$ cat config.mk
export PLATFORM = sky130hd
export DESIGN_NAME = spi_cmd_sequencer
export DESIGN_NICKNAME = d
export VERILOG_FILES = /design/src/rtl/spi_cmd_sequencer.sv
export SDC_FILE = /design/constraint.sdc
export NUM_CORES = 1
export LEC_CHECK = 0
export CELL_PAD_IN_SITES_DETAIL_PLACEMENT = 0
export CELL_PAD_IN_SITES_GLOBAL_PLACEMENT = 2
export CORE_AREA = 2 2 106 108
export CTS_BUF_LIST = sky130_fd_sc_hd__clkbuf_8
export CTS_CLUSTER_DIAMETER = 80
export CTS_CLUSTER_SIZE = 12
export DETAILED_ROUTE_END_ITERATION = 8
export DIE_AREA = 0 0 108 110
export PLACE_DENSITY = 0.83
export SLEW_MARGIN = 20
export SYNTH_ARGS = -nofsm -noshare
export SYNTH_HDL_FRONTEND = slang
export SYNTH_SLANG_ARGS = --single-unit
export TNS_END_PERCENT = 30
$ cat constraint.sdc
create_clock -name clk -period 3 [get_ports clk]
set_clock_uncertainty 0.15 [all_clocks]
set_input_delay 0.6 -clock clk [delete_from_list [all_inputs] [get_ports clk]]
set_output_delay 0.6 -clock clk [all_outputs]
set_load 0.02 [all_outputs]
$ cat src/rtl/spi_cmd_sequencer.sv
// Command sequencer in front of the SPI master: buffers byte / chip-select
// commands, issues them one at a time on load/in, waits out SPI busy and
// returns every received byte with a one-cycle valid strobe.
module spi_cmd_sequencer #(
    parameter int unsigned DEPTH = 8
) (
    input  logic                   clk,
    input  logic                   rst_n,
    input  logic                   wr_en,
    input  logic [8:0]             wr_data,
    output logic                   full,
    output logic [$clog2(DEPTH):0] count,
    output logic                   ovf,
    output logic                   busy,
    output logic                   spi_load,
    output logic [15:0]            spi_in,
    input  logic [15:0]            spi_out,
    output logic [7:0]             rx_data,
    output logic                   rx_valid
);

    localparam int unsigned AW = $clog2(DEPTH);
    localparam logic [AW:0] FullCount = (AW + 1)'(DEPTH);

    typedef enum logic [1:0] {
        StIdle,
        StLoad,
        StWait,
        StDone
    } state_e;

    state_e         state_q, state_d;
    logic [8:0]     mem [DEPTH];
    logic [AW-1:0]  wr_ptr_q, rd_ptr_q;
    logic [AW:0]    count_q;
    logic [8:0]     cmd_q;
    logic           ovf_q;
    logic [7:0]     rx_data_q;
    logic           push, pop, rx_capture;

    // spi_out[14:8] carries nothing this block needs.
    logic unused_spi_out;
    assign unused_spi_out = ^spi_out[14:8];

    // full is derived from the registered count, so a same-cycle pop never frees a slot.
    assign full = (count_q == FullCount);
    assign push = wr_en && !full;
    assign pop  = (state_q == StIdle) && (count_q != '0);

    // FIFO storage; pointers wrap naturally because DEPTH is a power of two.
    always_ff @(posedge clk) begin
        if (push) begin
            mem[wr_ptr_q] <= wr_data;
        end
    end

    // FIFO pointers, occupancy, sticky overflow and the popped command register.
    always_ff @(posedge clk or negedge rst_n) begin
        if (!rst_n) begin
            wr_ptr_q <= '0;
            rd_ptr_q <= '0;
            count_q  <= '0;
            ovf_q    <= 1'b0;
            cmd_q    <= '0;
        end else begin
            if (push) begin
                wr_ptr_q <= wr_ptr_q + 1'b1;
            end
            if (pop) begin
                rd_ptr_q <= rd_ptr_q + 1'b1;
                cmd_q    <= mem[rd_ptr_q];
            end
            if (wr_en && full) begin
                ovf_q <= 1'b1;
            end
            unique case ({push, pop})
                2'b10:   count_q <= count_q + 1'b1;
                2'b01:   count_q <= count_q - 1'b1;
                default: count_q <= count_q;
            endcase
        end
    end

    // State register and captured receive byte.
    always_ff @(posedge clk or negedge rst_n) begin
        if (!rst_n) begin
            state_q   <= StIdle;
            rx_data_q <= '0;
        end else begin
            state_q <= state_d;
            if (rx_capture) begin
                rx_data_q <= spi_out[7:0];
            end
        end
    end

    // Next-state logic: a CS release needs no transfer, so it returns straight to idle.
    always_comb begin
        state_d    = state_q;
        rx_capture = 1'b0;
        unique case (state_q)
            StIdle: begin
                if (pop) begin
                    state_d = StLoad;
                end
            end
            StLoad: begin
                state_d = cmd_q[8] ? StIdle : StWait;
            end
            StWait: begin
                if (!spi_out[15]) begin
                    state_d    = StDone;
                    rx_capture = 1'b1;
                end
            end
            StDone: begin
                state_d = StIdle;
            end
            default: begin
                state_d = StIdle;
            end
        endcase
    end

    // Strobes come straight from the registered state, so each lasts exactly one cycle.
    assign spi_load = (state_q == StLoad);
    assign rx_valid = (state_q == StDone);
    assign spi_in   = {7'd0, cmd_q};
    assign rx_data  = rx_data_q;
    assign count    = count_q;
    assign ovf      = ovf_q;
    assign busy     = (state_q != StIdle) || (count_q != '0);

endmodule

# --- After elaboration in Yosys (flattened, before gate mapping) ---
# Memories as Yosys holds them, arrays and structs flattened. A register that Yosys moved wholly into a read port is not among the register bits.
# Cells that the tools add are included.
op_classes:
  reduce_logical: 11
  muxes: 9
  n_eq_ne: 8
  add_sub_neg: 4
ops:
  columns: ["operator", "n"]
  rows:
  - ["$pmux 2 s4", 1]
  - ["$pmux 4 s2", 1]
  - ["$add 3x1->3 const B", 2]
  - ["$eq 2x2->1 const B", 3]
  - ["$mux 2", 3]
  - ["$add 4x1->4 const B", 1]
  - ["$eq 2x1->1 const B", 2]
  - ["$eq 4x4->1 const B", 1]
  - ["$mux 1", 4]
  - ["$ne 2x2->1 const B", 2]
  - ["$reduce_bool 2->1", 2]
  - ["$reduce_bool 4->1", 1]
  - ["$sub 4x1->4 const B", 1]
  - ["$logic_and 1x1->1", 3]
  - ["$logic_not 1->1", 2]
  - ["$logic_not 2->1", 1]
  - ["$reduce_and 2->1", 1]
  - ["$logic_or 1x1->1", 1]
word_totals:
  mem_bits_rw: 72
  memories: 1
  out_inout_bits: 33
  elab_cells: 39
  in_bits: 28
  reg_bits: 21
mem_list:
  columns: ["name", "depth", "width", "rd", "rd_ports_with_merged_regs", "wr", "line", "text"]
  rows:
  - ["mem", 8, 9, 1, 1, 1, "33", "logic [8:0] mem [DEPTH];"]

# --- Logic depth before layout (Yosys ltp) ---
# Gate-level depths: netlist of the first run.
logic_depth:
  depth_word: 5
  depth_mapped: 12
  mapped_depth_nobuf: 10

# --- Worst setup path after synthesis of the first run ---
# No wires, ideal clock.
synth_path:
  path_type: "reg2reg"
  startpoint: "reg count_q[1] (netlist: count[1])"
  endpoint: "reg count_q[2] (netlist: count[2])"
  arrival_ps: 2279
  path_buffers: 1
  required_time_ps: 2709
  setup_time_ps: 141
  period_less_slack_ps: 2570
  path_slack_ps: 430
  stages_incl_launch_ff: 12
  path_cell_list: "dfrtp_1 -> buf_2 -> nor4b_4 -> nor2b_4 -> inv_1 -> ha_1 -> xor2_1 -> ha_1 -> a21oi_1 -> xor2_1 -> nor2_1 -> xor2_1"
synth_between:
  elab_chain_cells: 5
  elab_cells_between_ends: 11
  classes_between: "add/sub: 2; eq/ne: 3; mux: 1; reduce/logical: 5"
synth_rtl:
  columns: ["item", "line", "text"]
  rows:
  - ["from (decl)", "35", "logic [AW:0] count_q;"]
  - ["from (signal assigned)", "77", "2'b10: count_q <= count_q + 1'b1;"]
  - ["from (signal assigned)", "78", "2'b01: count_q <= count_q - 1'b1;"]
  - ["from (signal assigned)", "79", "default: count_q <= count_q;"]
  - ["$eq 4x4->1 (*)", "46", "assign full = (count_q == FullCount);"]
  - ["net full", "11", "output logic full,"]
  - ["$logic_not 1->1 (*)", "47", "assign push = wr_en && !full;"]
  - ["$logic_and 1x1->1 (*)", "47", null]
  - ["$eq 2x1->1 or $eq 2x2->1 (tied branches)", "76", "unique case ({push, pop})"]
  - ["$pmux 4 s2 or $reduce_bool 2->1 (tied branches)", null, null]
# Mark *: on every way through the listed nets, which the timed path passes. The rest lies on a longest branch.
# A chain may end at the register's enable or synchronous reset.

# --- Final worst setup path of the first run ---
layout_path:
  startpoint: "reg count_q[0] (netlist: count[0])"
  endpoint: "out full"
layout_between:
  elab_chain_cells: 1
layout_rtl:
  columns: ["item", "line"]
  rows:
  - ["$eq 4x4->1", "46"]
  - ["to (decl)", "11"]
# Every way passes these cells.

==> impl_metrics.sql, run 1 <==
INSERT INTO impl_metrics (metric_group, metric, value, unit) VALUES
('outcome', 'run_status', 'finished, final reports clean', ''),
('die', 'core_area', '0.0107', 'mm^2'),
('synth', 'netlist.top_cell.by_area', 'sky130_fd_sc_hd__edfxtp_1', ''),
('drt', 'route.vias.total', '2277', ''),
('layout', 'mostFrequentLayoutCell', 'sky130_fd_sc_hd__edfxtp_1', ''),
('layout', 'share_of_post_route_cells_with_drive_strength_above_1', '0.140', ''),
('die', 'die_height', '110', 'um'),
('drt', 'drt-total-wl', '7830', 'um'),
('critical_path', 'worst-endpoint-arrival', '1.95', 'ns'),
('layout', 'p_r_area_growth_vs_syn', '20.3', '%'),
('power_and_ir_drop', 'static_power_due_to_leakage', '1.95', 'nW'),
('synth', 'yosys_register_bits', '102', ''),
('die', 'die_area', '0.0119', 'mm^2'),
('timing', 'measured_slew_at_the_worst_slew_check_pin', '0.937', 'ns'),
('critical_path', 'critical_path.reg2reg.startpoint', 'count[2]', ''),
('timing', 'slew_violations', '0', ''),
('placed_design', 'dp_hpwl', '5150', 'um'),
('synth', 'synthCells', '275', ''),
('synth', 'syn_area_per_cell', '15.3', 'um^2'),
('grt', 'vias_in_the_first_global_route', '2317', ''),
('placed_design', 'detailed_place.area', '0.00485', 'mm^2'),
('timing', 'max_slew_margin', '0.374', ''),
('critical_path', 'reg2reg_depth', '10', ''),
('critical_path', 'worst_r2r_endpoint', 'count[2]', ''),
('synth', 'leading_cell_types_by_total_area_after_synthesis', 'sky130_fd_sc_hd__edfxtp_1 52%, sky130_fd_sc_hd__dfrtp_1 18%, sky130_fd_sc_hd__mux2i_1 8.6%, sky130_fd_sc_hd__a22oi_1 3.2%, sky130_fd_sc_hd__nand2_1 2.9%', ''),
('clock_network', 'post_cts_resized', '0', ''),
('critical_path', 'path_delay_family', 'buffers and inverters', ''),
('timing', 'max_freq', '371', 'MHz'),
('die', 'dieWidth', '108', 'um'),
('critical_path', 'cp_max_fo', '7', ''),
('grt', 'grt_usage', '0.141', ''),
('placed_design', 'place.port_buffers', '46', ''),
('clock_network', 'post_cts_buffers', '0', ''),
('clock_network', 'insertion_delay', '0.36', 'ns'),
('synth', 'top_cell_type_s_share_of_synthesized_area', '0.516', ''),
('synth', 'ys_seq_area_frac', '0.695', ''),
('clock_network', 'cts_inserted_buffers', '9', ''),
('timing', 'grt_setup_unrepaired', 'false', ''),
('critical_path', 'required_time_at_the_worst_slack_endpoint', '2.25', 'ns'),
('critical_path', 'cp_num_buf_inv', '1', ''),
('timing', 'final.setup.tns', '0', 'ns'),
('layout', 'most-common-layout-cells', '72 x sky130_fd_sc_hd__edfxtp_1, 46 x sky130_fd_sc_hd__clkdlybuf4s50_1, 36 x sky130_fd_sc_hd__mux2i_1', ''),
('synth', 'synth.yosys.warnings', '0', ''),
('timing', 'finalCritPeriodShare', '0.899', ''),
('synth', 'synth_cell_types', '35', ''),
('critical_path', 'reg2reg_setup_slack', '0.42', 'ns'),
('die', 'effective_utilization_at_floorplan', '0.392', ''),
('die', 'ioPinCount', '61', ''),
('drt', 'drtPass1Iterations', '4', ''),
('drt', 'initialDrtViolationCount', '74', ''),
('layout', 'fillers', '969', ''),
('layout', 'antenna_cells', '0', ''),
('clock_network', 'clockBufferDepth', '2', ''),
('layout', 'final_util', '0.472', ''),
('layout', 'final_design_area_no_fill', '0.00504', 'mm^2'),
('placed_design', 'routabilityCongestion', '0.747', ''),
('timing', 'finalHoldViolCount', '0', ''),
('critical_path', 'crit_path_cell_trace', 'nor4b_4 -> clkdlybuf4s50_1', ''),
('clock_network', 'clk_transition_reported_paths', '0.09', 'ns'),
('critical_path', 'crit_type', 'reg -> out', ''),
('critical_path', 'worstSetupEndpointType', 'output port', ''),
('power_and_ir_drop', 'power.density_cell_area', '983', 'mW/mm^2'),
('die', 'std_cell_rows', '38', ''),
('timing', 'setup_violations', '0', ''),
('synth', 'synth.cell_area', '0.00419', 'mm^2'),
('grt', 'grt_antenna_before_repair', '0', ''),
('grt', 'maximum_number_of_pins_on_one_net_before_global_route_repair', '31', ''),
('flow_run', 'maxCapViolations', '0', ''),
('hold_path', 'worst_hold_path_type', 'reg -> reg', ''),
('layout', 'layout.nets', '370', ''),
('clock_network', 'cts_sinks', '102', '');
==> worst register-to-register path, delay by kind of cell (launching register included) <==
| kind | cells | cell delay (ns) |
|---|---|---|
| and+or+nand+nor | 3 | 0.57 |
| adders and majority gates | 2 | 0.49 |
| xor gates and xnor gates | 3 | 0.48 |
| DFF | 1 | 0.50 |
| AOI/OAI and AO/OA | 1 | 0.14 |
| buffers and inverters | 1 | 0.13 |
==> routing by layer <==
layer  global-route usage  wire length [um]
met5                    0                 0
met4               0.0385                55
met1                0.173              3470
met2                0.246              3990
met3               0.0400               314
==> power by group <==
group	total [W]	internal [W]	switching, W
Combinational	0.00194	0.000918	0.00103
Clock	0.000841	0.000389	0.000452
Sequential	0.00218	0.00187	0.000304
==> flip-flops by register name (all words and copies together) (netlist names), named ones only <==
signal and cells:
cmd_q 9, ovf 1, rd_ptr_q 3, state_q 1, wr_ptr_q 3, mem 72, count 4, rx_data 8
==> kinds of logic after synthesis <==
group	share of synthesized area
other	0.000894
adders and majority gates	0.0149
AOI/OAI and AO/OA	0.0415
xor gates and xnor gates	0.0167
and+or+nand+nor	0.0889
buffers and inverters	0.0325
muxes	0.110
DFF	0.695
==> synth_stat cells <==
master	count
sky130_fd_sc_hd__a21oi_1	2
sky130_fd_sc_hd__nor2b_4	1
sky130_fd_sc_hd__and2_1	2
sky130_fd_sc_hd__nor3_1	2
sky130_fd_sc_hd__buf_6	3
sky130_fd_sc_hd__buf_1	1
sky130_fd_sc_hd__inv_2	1
sky130_fd_sc_hd__conb_1	1
sky130_fd_sc_hd__xor2_1	3
sky130_fd_sc_hd__nand2b_4	1
sky130_fd_sc_hd__nand2b_2	1
sky130_fd_sc_hd__ha_1	5
sky130_fd_sc_hd__nor2_2	1
sky130_fd_sc_hd__buf_2	1
sky130_fd_sc_hd__nand2b_1	5
sky130_fd_sc_hd__edfxtp_1	72
sky130_fd_sc_hd__and4bb_2	1
sky130_fd_sc_hd__xnor2_1	5
sky130_fd_sc_hd__a22oi_1	18
sky130_fd_sc_hd__buf_4	10
sky130_fd_sc_hd__nor4_4	1
sky130_fd_sc_hd__nor3b_1	1
sky130_fd_sc_hd__clkbuf_1	2
sky130_fd_sc_hd__a21o_1	1
sky130_fd_sc_hd__nand2_1	32
sky130_fd_sc_hd__nor4b_4	1
sky130_fd_sc_hd__mux2_2	9
sky130_fd_sc_hd__o22ai_1	1
sky130_fd_sc_hd__nor2b_1	2
sky130_fd_sc_hd__mux2i_1	36
sky130_fd_sc_hd__inv_1	2
sky130_fd_sc_hd__o21ai_0	3
sky130_fd_sc_hd__nand3_1	9
sky130_fd_sc_hd__dfrtp_1	30
sky130_fd_sc_hd__nor2_1	9
==> metrics by stage <==
stage                     instances  setup WS (ns)
after CTS                       482          0.269
after global placement          466          0.201
after global routing            482          0.180
after floorplan                 281          0.430
final                           482          0.302
after detailed placement        466          0.169
==> layout make-up <==
type	count	share of cell area
sequential	102	0.578
timing repair buffer	62	0.115
multi-input combinational	159	0.231
tap	140	0.0347
clock buffer	9	0.0246
inverter	3	0.00223
clock inverter	7	0.0144
==> worst max path at each step <==
| stage | to | startpoint | slack (ns) | cells past startpoint |
|---|---|---|---|---|
| finish | full | count[0] | 0.30 | 2 |
| global route | full | count[1] | 0.18 | 2 |
| floorplan | count[2] | count[1] | 0.43 | 11 |
| CTS | full | count[2] | 0.27 | 2 |
| global placement | count[2] | wr_en | 0.20 | 10 |
| detailed placement | count[2] | wr_en | 0.17 | 10 |
Power figures use the tool's default switching activity.
==> inputs of run 2 (changes only) <==
Settings changed: REMOVE_ABC_BUFFERS set to 1.
==> run 2 against run 1 <==
  * Setup slack worse by 0.027 ns
  * Power rose by 1.6%
  * Die area is the same
  * Register-to-register slack better by 0.03 ns
  * Critical endpoint unchanged
  * Largest power group unchanged
==> impl_metrics.sql, run 2 (same netlist as run 1, synthesis figures left out) <==
INSERT INTO impl_metrics (metric_group, metric, value, unit) VALUES
('hold_path', 'min-delay-start', 'ovf', ''),
('placed_design', 'place.port_buffers', '46', ''),
('grt', 'grt_pass1_wl', '11900', 'um'),
('hold_path', 'worst_hold_path_type', 'reg -> reg', ''),
('die', 'dieWidth', '108', 'um'),
('hold_path', 'hold_depth', '1', ''),
('timing', 'measured_slew_at_the_worst_slew_check_pin', '1.03', 'ns'),
('die', 'die_height', '110', 'um'),
('drt', 'initialDrtViolationCount', '111', ''),
('die', 'ioPinCount', '61', ''),
('critical_path', 'startpoint_class_of_the_critical_path', 'flop', ''),
('power_and_ir_drop', 'totalPowerFinal', '0.00504', 'W'),
('clock_network', 'post_cts_buffers', '0', ''),
('layout', 'antenna_cells', '0', ''),
('timing', 'slew_violations', '0', ''),
('hold_path', 'worst_hold_path.endpoint', 'ovf', ''),
('timing', 'hold-worst-slack', '0.317', 'ns'),
('timing', 'grt_setup_unrepaired', 'false', ''),
('layout', 'mostFrequentLayoutCell', 'sky130_fd_sc_hd__edfxtp_1', ''),
('grt', 'grt_antenna_before_repair', '0', ''),
('placed_design', 'place_worst_setup_slack', '0.169', 'ns'),
('power_and_ir_drop', 'static_power_due_to_leakage', '1.94', 'nW'),
('layout', 'p_r_area_growth_vs_syn', '20.3', '%'),
('timing', 'finalHoldViolCount', '0', ''),
('drt', 'viasPerCell', '4.89', ''),
('timing', 'final.setup.tns', '0', 'ns'),
('flow_run', 'maxCapViolations', '0', ''),
('die', 'core_area', '0.0107', 'mm^2'),
('clock_network', 'cts_htree_levels', '3', ''),
('critical_path', 'critical_path.reg2reg.startpoint', 'count[2]', ''),
('die', 'std_cell_rows', '38', ''),
('timing', 'max_slew_margin', '0.312', ''),
('placed_design', 'dp_hpwl', '4870', 'um'),
('timing', 'worst_slack', '0.275', 'ns'),
('timing', 'final_period_minus_worst_setup_slack', '2.72', 'ns'),
('clock_network', 'root_buffer', 'sky130_fd_sc_hd__clkbuf_8', ''),
('die', 'effective_utilization_at_floorplan', '0.392', ''),
('critical_path', 'reg2reg_depth', '10', ''),
('placed_design', 'routabilityCongestion', '0.751', ''),
('timing', 'finalCritPeriodShare', '0.908', ''),
('layout', 'most-common-layout-cells', '72 x sky130_fd_sc_hd__edfxtp_1, 46 x sky130_fd_sc_hd__clkdlybuf4s50_1, 36 x sky130_fd_sc_hd__mux2i_1', ''),
('layout', 'top_register', 'mem', ''),
('clock_network', 'post_cts_resized', '0', ''),
('layout', 'largest_register_ffs', '72', ''),
('critical_path', 'worst-endpoint-arrival', '1.97', 'ns'),
('grt', 'vias_in_the_first_global_route', '2293', ''),
('outcome', 'run_status', 'finished, final reports clean', ''),
('critical_path', 'required_time_at_the_worst_slack_endpoint', '2.25', 'ns'),
('critical_path', 'reg2reg_setup_slack', '0.45', 'ns'),
('drt', 'drtPass1Iterations', '4', ''),
('grt', 'maximum_number_of_pins_on_one_net_before_global_route_repair', '31', ''),
('drt', 'drt-total-wl', '7710', 'um'),
('critical_path', 'worst_r2r_endpoint', 'count[2]', ''),
('power_and_ir_drop', 'peakVddDrop', '423', 'uV'),
('clock_network', 'cts_sinks', '102', ''),
('drt', 'antenna_left', '0', ''),
('die', 'die_area', '0.0119', 'mm^2'),
('grt', 'grt_usage', '0.141', ''),
('grt', 'grt.overflow.total', '0', ''),
('critical_path', 'cp_max_fo', '7', ''),
('clock_network', 'cts_inserted_buffers', '9', ''),
('layout', 'layout.nets', '367', ''),
('clock_network', 'insertion_delay', '0.35', 'ns'),
('clock_network', 'clockBufferDepth', '2', ''),
('power_and_ir_drop', 'power.density_cell_area', '998', 'mW/mm^2'),
('critical_path', 'worstSetupEndpointType', 'output port', ''),
('critical_path', 'crit_type', 'reg -> out', ''),
('clock_network', 'clk_transition_reported_paths', '0.09', 'ns'),
('timing', 'max_freq', '367', 'MHz'),
('layout', 'share_of_post_route_cells_with_drive_strength_above_1', '0.136', ''),
('timing', 'setup_violations', '0', ''),
('drt', 'drc', '0', ''),
('drt', 'routed_wire_length_per_instance', '16.1', 'um'),
('clock_network', 'hold_buffers', '0', ''),
('clock_network', 'tritoncts', 'yes', ''),
('drt', 'route.vias.total', '2340', '');
[run 2: final cells by class]
type | instances | area [um^2]
Tap cell | 140 | 175
Clock buffer | 9 | 124
Timing Repair Buffer | 59 | 558
Sequential cell | 102 | 2910
Clock inverter | 7 | 97.6
Multi-Input combinational cell | 159 | 1170
Fill cell | 936 | 5650
Inverter | 3 | 11.3
[run 2: power by group]
group / internal, W / switching (W)
registers: 0.00187 / 0.000283
logic: 0.000908 / 0.00104
clock network: 0.000476 / 0.000458
[run 2: stage by stage]
| step | std cells | cell area [um^2] | utilization |
|---|---|---|---|
| detailed placement | 463 | 4830 | 0.451 |
| global placement | 463 | 4830 | 0.451 |
| finish | 479 | 5050 | 0.472 |
| CTS | 479 | 5050 | 0.472 |
| global route | 479 | 5050 | 0.472 |
| floorplan | 264 | 4090 | - |
[run 2: how the worst max path moves through the flow]
stage	start	to	slack (ns)	cells after the start
global route	count[2]	full	0.16	2
floorplan	count[2]	count[2]	0.42	10
CTS	count[2]	full	0.24	2
global placement	wr_en	count[2]	0.20	10
detailed placement	wr_en	count[2]	0.17	10
finish	count[2]	full	0.28	2
[run 2: critical path, cell delays in order (launching register included)]
cell,delay [ns]
sky130_fd_sc_hd__dfrtp_1,0.51
sky130_fd_sc_hd__nor4b_4,0.44
sky130_fd_sc_hd__clkdlybuf4s50_1,0.67
[run 2: per-layer routing]
metal,global-route usage,wire length (um),vias up
li1,-,-,1118
met1,0.174,3440,1146
met2,0.233,3720,58
met3,0.0323,316,18
met4,0.0742,229,0
met5,0,0,-
==> inputs of run 3 (changes only) <==
==> constraint.sdc (replaced) <==
create_clock -name clk -period 3 [get_ports clk]
set_clock_uncertainty 0.15 [all_clocks]
set_input_delay 0.6 -clock clk [delete_from_list [all_inputs] [get_ports clk]]
set_output_delay 0.6 -clock clk [all_outputs]
set_load 0.05 [all_outputs]
==> run 3 against run 2 <==
  * Register-to-register slack hardly changed
  * Global-route usage shrank 0.18 points
  * Setup slack gained 0.037 ns
  * Critical path type unchanged
  * Critical endpoint is now busy
  * Highest routed layer unchanged
  * First-iteration DRC count down 14%
  * Largest cell class unchanged
==> impl_metrics.sql, run 3 (same netlist as run 1, synthesis figures left out) <==
INSERT INTO impl_metrics (metric_group, metric, value, unit) VALUES
('grt', 'grt_usage', '0.139', ''),
('timing', 'finalCritPeriodShare', '0.896', ''),
('clock_network', 'post_cts_buffers', '0', ''),
('die', 'std_cell_rows', '38', ''),
('clock_network', 'tritoncts', 'yes', ''),
('die', 'effective_utilization_at_floorplan', '0.392', ''),
('layout', 'most-common-layout-cells', '72 x sky130_fd_sc_hd__edfxtp_1, 45 x sky130_fd_sc_hd__clkdlybuf4s50_1, 36 x sky130_fd_sc_hd__mux2i_1', ''),
('layout', 'largest_register_ffs', '72', ''),
('grt', 'grt_pass1_wl', '12000', 'um'),
('outcome', 'run_status', 'finished, final reports clean', ''),
('power_and_ir_drop', 'static_power_due_to_leakage', '1.94', 'nW'),
('timing', 'max_slew_margin', '0.334', ''),
('clock_network', 'clk_transition_reported_paths', '0.09', 'ns'),
('timing', 'finalHoldViolCount', '0', ''),
('layout', 'fillers', '974', ''),
('placed_design', 'detailed_place.area', '0.00484', 'mm^2'),
('layout', 'layout.nets', '367', ''),
('clock_network', 'insertion_delay', '0.35', 'ns'),
('layout', 'final_util', '0.468', ''),
('timing', 'slew_violations', '0', ''),
('critical_path', 'worst-endpoint-arrival', '1.94', 'ns'),
('grt', 'vias_in_the_first_global_route', '2306', ''),
('layout', 'mostFrequentLayoutCell', 'sky130_fd_sc_hd__edfxtp_1', ''),
('power_and_ir_drop', 'peakVddDrop', '526', 'uV'),
('clock_network', 'root_buffer', 'sky130_fd_sc_hd__clkbuf_8', ''),
('grt', 'maximum_number_of_pins_on_one_net_before_global_route_repair', '39', ''),
('layout', 'final_design_area_no_fill', '0.00501', 'mm^2'),
('die', 'core_area', '0.0107', 'mm^2'),
('power_and_ir_drop', 'totalPowerFinal', '0.00526', 'W'),
('timing', 'measured_slew_at_the_worst_slew_check_pin', '0.996', 'ns'),
('drt', 'route.vias.total', '2353', ''),
('timing', 'final_period_minus_worst_setup_slack', '2.69', 'ns'),
('timing', 'worst_slack', '0.312', 'ns'),
('layout', 'p_r_area_growth_vs_syn', '19.4', '%'),
('critical_path', 'startpoint_class_of_the_critical_path', 'flop', ''),
('critical_path', 'cp_max_fo', '7', ''),
('clock_network', 'cts_inserted_buffers', '9', ''),
('placed_design', 'place.port_buffers', '46', ''),
('placed_design', 'place_worst_setup_slack', '0.164', 'ns'),
('grt', 'grt_antenna_before_repair', '0', ''),
('drt', 'drt-total-wl', '7770', 'um'),
('grt', 'grt.overflow.total', '0', ''),
('clock_network', 'cts_sinks', '102', ''),
('drt', 'antenna_left', '0', ''),
('clock_network', 'clockBufferDepth', '2', ''),
('critical_path', 'required_time_at_the_worst_slack_endpoint', '2.25', 'ns'),
('die', 'die_height', '110', 'um'),
('flow_run', 'maxCapViolations', '0', ''),
('hold_path', 'worst_hold_path_type', 'reg -> reg', ''),
('drt', 'drtPass1Iterations', '4', ''),
('critical_path', 'crit_type', 'reg -> out', ''),
('layout', 'share_of_post_route_cells_with_drive_strength_above_1', '0.130', ''),
('power_and_ir_drop', 'power.density_cell_area', '1050', 'mW/mm^2'),
('clock_network', 'cts_htree_levels', '3', ''),
('timing', 'grt_setup_unrepaired', 'false', ''),
('drt', 'initialDrtViolationCount', '95', ''),
('layout', 'top_register', 'mem', ''),
('timing', 'max_freq', '372', 'MHz'),
('placed_design', 'routabilityCongestion', '0.737', ''),
('timing', 'setup_violations', '0', ''),
('placed_design', 'dp_hpwl', '4860', 'um'),
('drt', 'viasPerCell', '4.91', ''),
('die', 'ioPinCount', '61', ''),
('die', 'die_area', '0.0119', 'mm^2'),
('drt', 'drc', '0', ''),
('layout', 'antenna_cells', '0', ''),
('drt', 'routed_wire_length_per_instance', '16.2', 'um'),
('die', 'dieWidth', '108', 'um'),
('clock_network', 'hold_buffers', '0', ''),
('critical_path', 'worstSetupEndpointType', 'output port', '');
-- run 3: metal layers --
metal  vias to the layer above  global-route usage  wire [um]
met5                         -                   0          0
met4                         0              0.0440        116
met3                        13              0.0341        428
met2                        61               0.242       3940
li1                       1111                   -          -
met1                      1168               0.173       3290
-- run 3: worst max-delay path: stages (launching register included) --
cell and delay (ns):
sky130_fd_sc_hd__dfrtp_1 0.51, sky130_fd_sc_hd__nor4_4 0.30, sky130_fd_sc_hd__nand2_1 0.07, sky130_fd_sc_hd__clkdlybuf4s50_1 0.70
-- run 3: final timing paths --
kind	start	to	slack [ns]	cells after the start
worst max-delay path	count[2]	busy	0.31	3
worst min-delay path	ovf	ovf	0.32	1
worst max register to register	count[2]	count[2]	0.45	10
worst min register to register	ovf	ovf	0.32	1
max in group asynchronous	rst_n	rd_ptr_q[0]	1.89	2
min in group asynchronous	rst_n	rx_data[0]	0.48	2
-- run 3: power breakdown --
group          switching, W  internal, W
Clock              0.000448     0.000296
Combinational       0.00150     0.000919
Sequential         0.000226      0.00187
Total               0.00218      0.00309
-- run 3: stage by stage --
step | cells | hold slack [ns] | setup TNS [ns]
floorplan | 264 | 0.154 | -0.0465
global placement | 463 | 0.290 | 0
detailed placement | 463 | 0.307 | 0
CTS | 479 | 0.328 | 0
global route | 479 | 0.362 | 0
finish | 479 | 0.321 | 0
-- run 3: cell type report --
class                   instances  area [um^2]  area share
well taps                     140          175      0.0350
flip-flops and latches        102         2910       0.582
inverters                       3         11.3     0.00225
multi-input cells             159         1170       0.233
clock buffers                   9          124      0.0247
repair buffers                 59          573       0.114
clock inverters                 7         43.8     0.00874
-- run 3: repair_timing --
item	in CTS	in global routing
gates resized for setup	0	1
hold endpoints to repair	0	0
endpoints found under the setup margin	0	1
